[config.mk]
export PLATFORM = sky130hd
export DESIGN_NAME = handshake_arbiter
export DESIGN_NICKNAME = d
export VERILOG_FILES = /design/src/rtl/handshake_arbiter_pkg.sv /design/src/rtl/handshake_arbiter_sync_ff.sv /design/src/rtl/handshake_arbiter.sv
export SDC_FILE = /design/constraint.sdc
export NUM_CORES = 1
export LEC_CHECK = 0
export ABC_AREA = 0
export BUFFER_PORTS_ARGS = -buffer_cell sky130_fd_sc_hd__buf_2
export CORE_ASPECT_RATIO = 1.1
export CORE_MARGIN = 5
export CORE_UTILIZATION = 55
export DETAILED_ROUTE_END_ITERATION = 8
export PLACE_DENSITY_LB_ADDON = 0.2
export SLEW_MARGIN = 20
export SYNTH_ARGS = -nofsm -noshare
export SYNTH_HDL_FRONTEND = slang
export SYNTH_SLANG_ARGS = --single-unit
[constraint.sdc]
create_clock -name clk -period 2.2 [get_ports clk]
set_input_delay 0.11 -clock clk [delete_from_list [all_inputs] [get_ports clk]]
set_output_delay 0.11 -clock clk [all_outputs]
set_load 0.03 [all_outputs]
[src/rtl/handshake_arbiter_pkg.sv]
// Shared definitions for the 4-phase handshake arbiter: FSM states and default sizing.
package handshake_arbiter_pkg;

    localparam int N_DEFAULT           = 4;
    localparam int SYNC_STAGES_DEFAULT = 2;
    localparam int TIMEOUT_DEFAULT     = 255;
    localparam int WAIT_CNT_W          = 16;

    typedef enum logic [1:0] {
        ST_IDLE = 2'd0,
        ST_FWD  = 2'd1,
        ST_HOLD = 2'd2,
        ST_RTZ  = 2'd3
    } state_t;

endpackage

[src/rtl/handshake_arbiter_sync_ff.sv]
// Multi-flop synchronizer for asynchronous level inputs; clears to zero on reset.
module sync_ff
    import handshake_arbiter_pkg::*;
#(
    parameter int WIDTH  = 1,
    parameter int STAGES = SYNC_STAGES_DEFAULT
) (
    input  logic             clk,
    input  logic             reset,
    input  logic [WIDTH-1:0] d,
    output logic [WIDTH-1:0] q
);

    logic [STAGES-1:0][WIDTH-1:0] stage_reg;

    always_ff @(posedge clk or negedge reset) begin
        if (!reset) begin
            stage_reg <= '0;
        end else begin
            stage_reg <= {stage_reg[STAGES-2:0], d};
        end
    end

    assign q = stage_reg[STAGES-1];

endmodule

[src/rtl/handshake_arbiter.sv]
// Round-robin arbiter forwarding N 4-phase requesters onto one shared 4-phase pipeline stage.
module handshake_arbiter
    import handshake_arbiter_pkg::*;
#(
    parameter int N           = N_DEFAULT,
    parameter int SYNC_STAGES = SYNC_STAGES_DEFAULT,
    parameter int TIMEOUT     = TIMEOUT_DEFAULT,
    localparam int ID_W       = $clog2(N)
) (
    input  logic            clk,
    input  logic            reset,
    input  logic [N-1:0]    request,
    output logic [N-1:0]    ack,
    output logic            next_request,
    input  logic            next_ack,
    output logic [ID_W-1:0] grant_id,
    output logic            busy,
    output logic            timeout_err
);

    localparam logic [WAIT_CNT_W-1:0] TIMEOUT_CNT = WAIT_CNT_W'(TIMEOUT);
    localparam logic [ID_W-1:0]       LAST_ID     = ID_W'(N - 1);
    localparam logic [ID_W:0]         N_WIDE      = (ID_W + 1)'(N);
    localparam logic [N-1:0]          ACK_LSB     = N'(1);

    logic [N-1:0]            req_sync;
    logic                    next_ack_sync;

    state_t                  state_reg;
    logic [ID_W-1:0]         grant_reg;
    logic [ID_W-1:0]         rr_ptr_reg;
    logic [N-1:0]            ack_reg;
    logic                    next_request_reg;
    logic                    busy_reg;
    logic                    timeout_err_reg;
    logic [WAIT_CNT_W-1:0]   wait_cnt_reg;

    logic                    pick_valid;
    logic [ID_W-1:0]         pick_idx;
    logic [ID_W:0]           rot_sum;
    logic [ID_W-1:0]         rot_idx;
    logic [WAIT_CNT_W-1:0]   wait_cnt_next;
    logic                    wait_hit;
    logic [ID_W-1:0]         rr_ptr_next;

    sync_ff #(.WIDTH(N), .STAGES(SYNC_STAGES)) u_req_sync (
        .clk   (clk),
        .reset (reset),
        .d     (request),
        .q     (req_sync)
    );

    sync_ff #(.WIDTH(1), .STAGES(SYNC_STAGES)) u_ack_sync (
        .clk   (clk),
        .reset (reset),
        .d     (next_ack),
        .q     (next_ack_sync)
    );

    // Scan downward from the farthest offset so the nearest set bit at/after rr_ptr wins.
    always_comb begin
        pick_valid = 1'b0;
        pick_idx   = '0;
        rot_sum    = '0;
        rot_idx    = '0;
        for (int k = N - 1; k >= 0; k--) begin
            rot_sum = {1'b0, rr_ptr_reg} + (ID_W + 1)'(k);
            if (rot_sum >= N_WIDE) begin
                rot_sum = rot_sum - N_WIDE;
            end
            rot_idx = rot_sum[ID_W-1:0];
            if (req_sync[rot_idx]) begin
                pick_valid = 1'b1;
                pick_idx   = rot_idx;
            end
        end
    end

    // Counter saturates at TIMEOUT so a long stall can never wrap back below the limit.
    always_comb begin
        wait_cnt_next = (wait_cnt_reg == TIMEOUT_CNT) ? wait_cnt_reg : wait_cnt_reg + 1'b1;
        wait_hit      = (wait_cnt_next == TIMEOUT_CNT);
        rr_ptr_next   = (grant_reg == LAST_ID) ? '0 : grant_reg + 1'b1;
    end

    always_ff @(posedge clk or negedge reset) begin
        if (!reset) begin
            state_reg        <= ST_IDLE;
            grant_reg        <= '0;
            rr_ptr_reg       <= '0;
            ack_reg          <= '0;
            next_request_reg <= 1'b0;
            busy_reg         <= 1'b0;
            timeout_err_reg  <= 1'b0;
            wait_cnt_reg     <= '0;
        end else begin
            case (state_reg)
                ST_IDLE: begin
                    if (pick_valid) begin
                        state_reg        <= ST_FWD;
                        grant_reg        <= pick_idx;
                        next_request_reg <= 1'b1;
                        busy_reg         <= 1'b1;
                        wait_cnt_reg     <= '0;
                    end
                end
                ST_FWD: begin
                    if (next_ack_sync) begin
                        state_reg    <= ST_HOLD;
                        ack_reg      <= ACK_LSB << grant_reg;
                        wait_cnt_reg <= '0;
                    end else begin
                        wait_cnt_reg <= wait_cnt_next;
                        if (wait_hit) begin
                            timeout_err_reg <= 1'b1;
                        end
                    end
                end
                ST_HOLD: begin
                    if (!req_sync[grant_reg]) begin
                        state_reg        <= ST_RTZ;
                        next_request_reg <= 1'b0;
                        wait_cnt_reg     <= '0;
                    end
                end
                ST_RTZ: begin
                    if (!next_ack_sync) begin
                        state_reg    <= ST_IDLE;
                        ack_reg      <= '0;
                        rr_ptr_reg   <= rr_ptr_next;
                        busy_reg     <= 1'b0;
                        wait_cnt_reg <= '0;
                    end else begin
                        wait_cnt_reg <= wait_cnt_next;
                        if (wait_hit) begin
                            timeout_err_reg <= 1'b1;
                        end
                    end
                end
                default: begin
                    state_reg        <= ST_IDLE;
                    ack_reg          <= '0;
                    next_request_reg <= 1'b0;
                    busy_reg         <= 1'b0;
                    wait_cnt_reg     <= '0;
                end
            endcase
        end
    end

    assign ack          = ack_reg;
    assign next_request = next_request_reg;
    assign grant_id     = grant_reg;
    assign busy         = busy_reg;
    assign timeout_err  = timeout_err_reg;

endmodule
==> results.json, run 1 <==
{
  "core_area_sq_mm": 0.00399,
  "post-route-min-period_ps": 1990,
  "routed_wl_mm": 5.02,
  "slew_viol_final": 0,
  "vias_per_cell": 6.02,
  "critPathMaxFanout": 5,
  "syn_area_sq_mm": 0.00227,
  "yosysWarnings": 0,
  "diodes": 0,
  "n_fill_cell": 314,
  "syn_to_final_growth_pct": 17.2,
  "stdcell_area_sq_mm": 0.00267,
  "ys.flop_type": "dfrtp_1",
  "clk_pin_slew_worst_paths_ps": 70,
  "status": "complete, no violations",
  "ios": 16,
  "largest_register_ffs": 16,
  "die_h_microns": 77.4,
  "h-tree-depth": 2,
  "cap_violations": 0,
  "cts_root_buf": "clkbuf_8",
  "numClockSinks": 39,
  "cts_tree": "yes",
  "endpoint_kind": "flop",
  "final-setup-viol-count": 0,
  "rsz0062_at_grt": "false",
  "cts-buffers-inserted": 5,
  "synth_nets": 259,
  "ys_seq_area_frac": 0.429,
  "final.period_utilization": 0.906,
  "yosysUniqueCellTypes": 55,
  "start_kind": "flop",
  "tns_ps": 0,
  "grt_pass1_wl_mm": 8.82,
  "holdWs_ps": 349,
  "peakVddDrop_mv": 0.659,
  "worstSkewPairLatency_ps": 300,
  "detail-route-antenna-nets": 0,
  "avgRoutedWirePerCell_microns": 15.2,
  "track_usage": 0.200,
  "p_per_area_mw_per_mm2": 975,
  "min_path_type": "reg -> reg",
  "grt-ovfl-total": 0,
  "hpwl_mm": 3.57,
  "synthCells": 243,
  "ys_ff_latch": 39,
  "place_area_sq_mm": 0.00249,
  "antenna_found_initial": 0,
  "synth_area_per_cell_sq_um": 9.36,
  "fmax_mhz": 502,
  "hold_viol_final": 0,
  "nets": 294,
  "drt_iter0_drc": 204,
  "crit_required_ps": 2400,
  "tightest_slew_ps": 852,
  "critPathKind": "reg -> reg",
  "layout-drive-gt1-share": 0.205,
  "relSlewSlack": 0.432,
  "die_x_microns": 71.3,
  "async_flop_share": 1.00,
  "leakagePower_uw": 0.00115,
  "crit_arrival_ps": 2190,
  "dr.pass1.iters": 4,
  "synth_edf_count": 0,
  "initial_utilization": 0.569,
  "finClkSkew_ps": 8.09,
  "portBuffers": 15,
  "fp.dieArea_sq_mm": 0.00552,
  "via_count": 1985,
  "rows": 24,
  "globalplace.congestion": 0.889,
  "grt_max_degree": 40,
  "grt_pass1_vias": 1880,
  "final_core_util": 0.667,
  "cts.path.max_buffers": 2,
  "drcViolationCount": 0
}
==> worst paths after layout <==
check	cells after the start	start	endpoint	slack [ps]
setup / recovery	5	u_req_sync.q[2]	wait_cnt_reg[6]	210
hold / removal	0	u_ack_sync.stage_reg[0]	u_ack_sync.q	350
setup reg to reg	5	u_req_sync.q[2]	wait_cnt_reg[6]	210
hold reg to reg	0	u_ack_sync.stage_reg[0]	u_ack_sync.q	350
max in group asynchronous	2	reset	wait_cnt_reg[7]	1220
min in group asynchronous	2	reset	ack[2]	450
==> final cells by class <==
class / count / area, sq um / share of cell area
tap: 52 / 65.1 / 0.0244
inverter: 9 / 33.8 / 0.0127
multi-input combinational: 183 / 1210 / 0.453
clock buffer: 5 / 68.8 / 0.0258
timing repair buffer: 40 / 278 / 0.104
clock inverter: 2 / 37.5 / 0.0141
sequential: 39 / 976 / 0.366
==> cell usage after synthesis (3+ instances only) <==
master | count | area share
dfrtp_1 | 39 | 0.43
o21ai_0 | 31 | 0.068
a21oi_1 | 21 | 0.046
nand2_1 | 21 | 0.035
nor2_1 | 11 | 0.018
ha_1 | 9 | 0.050
inv_1 | 9 | 0.015
nand3_1 | 9 | 0.020
nor3_1 | 7 | 0.015
clkbuf_1 | 6 | 0.0099
o31ai_1 | 6 | 0.020
a211oi_1 | 5 | 0.017
buf_2 | 4 | 0.0088
mux2i_1 | 4 | 0.018
nand4_1 | 4 | 0.011
a31oi_1 | 3 | 0.0083
and2_1 | 3 | 0.0083
and4_1 | 3 | 0.012
==> routing by layer <==
metal / global-route usage / vias up / wire, microns
li1: - / 976 / -
met1: 0.273 / 943 / 2320
met2: 0.305 / 53 / 2330
met3: 0.0452 / 13 / 246
met4: 0.0846 / 0 / 120
met5: 0 / - / 0
==> where the power goes <==
| group | leakage (uW) | switching, uW | internal [uW] | total [uW] |
|---|---|---|---|---|
| logic | 0.000606 | 641 | 402 | 1040 |
| registers | 0.000497 | 119 | 843 | 962 |
| clock network | 0.0000502 | 262 | 331 | 593 |
==> cell usage in the layout (no fill, tap or decap), types with 8 or more instances in the layout <==
cell type   n
nor2_1     11
nand2_1    21
buf_2      15
nand3_1     9
ha_1        8
inv_1       9
o21ai_0    31
buf_4      19
a21oi_1    21
dfrtp_1    39
==> timing repair <==
action,CTS,global route
hold endpoints to repair,44,0
setup endpoints to repair,0,1
buffers inserted,0,0
hold buffers,6,0
resized for setup,0,2
==> cell families (layout without fill, tap and decap cells) <==
| family | count (synthesis) | in the layout | synth area share |
|---|---|---|---|
| compound gates | 84 | 84 | 0.235 |
| buf+inv | 21 | 56 | 0.0418 |
| simple gates | 82 | 82 | 0.204 |
| mux | 6 | 6 | 0.0325 |
| flops | 39 | 39 | 0.429 |
| xor+xnor | 2 | 2 | 0.00771 |
| fa+ha+maj | 9 | 9 | 0.0495 |
==> stage by stage <==
step / cells / total power, uW / worst slack, ps
floorplan: 243 / 1670 / 247
global placement: 317 / 1980 / 167
detailed placement: 317 / 2010 / 158
CTS: 330 / 2620 / 134
global route: 330 / 2790 / 7.00
finish: 330 / 2600 / 207
==> worst max-delay path, stage by stage, from the launching register on <==
cell     delay [ps]
dfrtp_1         430
mux4_2          510
a22o_1          290
nor2_2          270
nand2_1         130
o31ai_1         270
(Power assumes the default switching activity.)
==> run 2, diff against run 1 <==
- BUFFER_PORTS_ARGS: -buffer_cell sky130_fd_sc_hd__buf_2 -> default
- CTS_CLUSTER_SIZE: default -> 16
- DONT_BUFFER_PORTS: default -> 1
- PLACE_DENSITY: default -> 0.7
- PLACE_DENSITY_LB_ADDON: 0.2 -> default
==> run 2 against run 1 <==
Against the previous run: utilization down 1.0 points; clock power up 3.9%; largest power group is now registers; sequential power up 10%; global-route usage up 0.20 points; worst hold slack worse by 72 ps.
==> results.json, run 2 (same netlist as run 1, synthesis figures left out) <==
{
  "initial_utilization": 0.569,
  "final.period_utilization": 0.914,
  "drcViolationCount": 0,
  "h-tree-depth": 2,
  "r2r_end": "timeout_err",
  "power_frac_comb": 0.347,
  "via_count": 1957,
  "status": "complete, no violations",
  "cpPeakStageDelay_ps": 430,
  "clk_pin_slew_worst_paths_ps": 80,
  "track_usage": 0.202,
  "r2r_cells": 6,
  "drt_iter0_drc": 186,
  "finClkSkew_ps": 4.13,
  "cts_root_buf": "clkbuf_8",
  "tns_ps": 0,
  "fmax_mhz": 497,
  "portBuffers": 0,
  "core_area_sq_mm": 0.00399,
  "grt_max_degree": 40,
  "final_common_cell": "dfrtp_1",
  "setup.worst_path.start": "wait_cnt_reg[0]",
  "p_per_area_mw_per_mm2": 979,
  "grt_pass1_wl_mm": 8.98,
  "critPathMaxFanout": 7,
  "grt-ovfl-total": 0,
  "n_fill_cell": 306,
  "ios": 16,
  "worstPathCellList": "ha_1 > nand4_2 > a2111oi_2 > and4_1 > o221ai_2 > o41ai_2",
  "internal_power_uw": 1540,
  "slew_viol_final": 0,
  "peakVddDrop_mv": 0.520,
  "grt_pass1_vias": 1793,
  "multi_input_area_sq_mm": 0.00120,
  "hold_viol_final": 0,
  "worst_slack_ps": 190,
  "detail-route-antenna-nets": 0,
  "avgRoutedWirePerCell_microns": 16.1,
  "cts_tree": "yes",
  "cts.repair.resized": 0,
  "rsz0062_at_grt": "false",
  "tightest_slew_ps": 466,
  "stdcell_area_sq_mm": 0.00262,
  "rows": 24,
  "largest_register_ffs": 16,
  "regArea_sq_um": 976,
  "syn_to_final_growth_pct": 15.4,
  "nets": 281,
  "cap_violations": 0,
  "reg2reg_from": "wait_cnt_reg[0]",
  "critPathKind": "reg -> reg",
  "cts.path.max_buffers": 2,
  "routed_wl_mm": 5.13,
  "clkPwrFrac": 0.240,
  "globalplace.congestion": 0.856,
  "start_kind": "flop",
  "final_cell_mix": "39 x dfrtp_1, 31 x o21ai_0, 21 x nand2_1, 21 x a21oi_1, 20 x buf_4",
  "place_ws_ps": 192,
  "numClockSinks": 39,
  "crit_slowest_cell": "dfrtp_1",
  "seq_power_share": 0.413,
  "min_path_type": "in -> async",
  "layout-drive-gt1-share": 0.165,
  "antenna_found_initial": 0,
  "power_switching_uw": 1020,
  "hpwl_mm": 3.61,
  "vias_per_cell": 6.15,
  "switching_share": 0.399,
  "fp.dieArea_sq_mm": 0.00552,
  "cts-buffers-inserted": 5,
  "post-route-min-period_ps": 2010,
  "leakagePower_uw": 0.00112,
  "diodes": 0,
  "crit_arrival_ps": 2210,
  "endpoint_kind": "flop",
  "die_h_microns": 77.4,
  "final-setup-viol-count": 0,
  "die_x_microns": 71.3,
  "post-cts-setup-buffers": 0,
  "worstSkewPairLatency_ps": 290,
  "dr.pass1.iters": 4,
  "r2r_slack_ps": 190,
  "crit_required_ps": 2400,
  "relSlewSlack": 0.681,
  "place_area_sq_mm": 0.00243
}
-- run 2: final cells by class --
type | instances | share of cell area
Timing Repair Buffer | 27 | 0.0877
Multi-Input combinational cell | 183 | 0.458
Clock buffer | 5 | 0.0262
Clock inverter | 3 | 0.0181
Sequential cell | 39 | 0.372
Tap cell | 52 | 0.0248
Inverter | 9 | 0.0129
-- run 2: power by group through the flow --
stage	sequential, uW	combinational, uW	clock (uW)
6_report	1060	891	616
5_1_grt	1080	1020	667
4_1_cts	1060	893	630
3_5_place_dp	1080	854	0
3_3_place_gp	1070	844	0
2_1_floorplan	1090	585	0
-- run 2: routing by layer --
layer / GRT usage / part of all wire / up-vias
li1: - / - / 958
met1: 0.289 / 0.48 / 942
met2: 0.308 / 0.46 / 52
met3: 0.0517 / 0.054 / 5
met4: 0.0451 / 0.0066 / 0
met5: 0 / 0 / -
-- run 2: critical path, delay by kind of cell (launching register included) --
| kind | cells | cell delay [ps] |
|---|---|---|
| and+or+nand+nor | 2 | 440 |
| DFF | 1 | 430 |
| AOI/OAI and AO/OA | 3 | 730 |
| adders and majority gates | 1 | 310 |
-- run 2: metrics by stage --
step / hold WS (ps) / util / instances / total power, uW
2_1_floorplan: -186 / - / 243 / 1670
3_3_place_gp: -185 / 0.608 / 303 / 1920
3_5_place_dp: -185 / 0.608 / 303 / 1930
4_1_cts: 288 / 0.657 / 318 / 2590
5_1_grt: 297 / 0.657 / 318 / 2770
6_report: 278 / 0.657 / 318 / 2570
-- run 2: repair_timing --
| item | 4_1_cts | 5_1_grt |
|---|---|---|
| hold buffers | 7 | 0 |
| setup endpoints to repair | 0 | 0 |
| endpoints found under the hold margin | 44 | 0 |
-- run 2: worst max path at each step --
stage	endpoint	slack, ps	depth (start not counted)
5_1_grt	timeout_err	4	6
3_3_place_gp	timeout_err	210	7
2_1_floorplan	wait_cnt_reg[1]	250	5
3_5_place_dp	timeout_err	190	6
6_report	timeout_err	190	6
4_1_cts	timeout_err	190	6
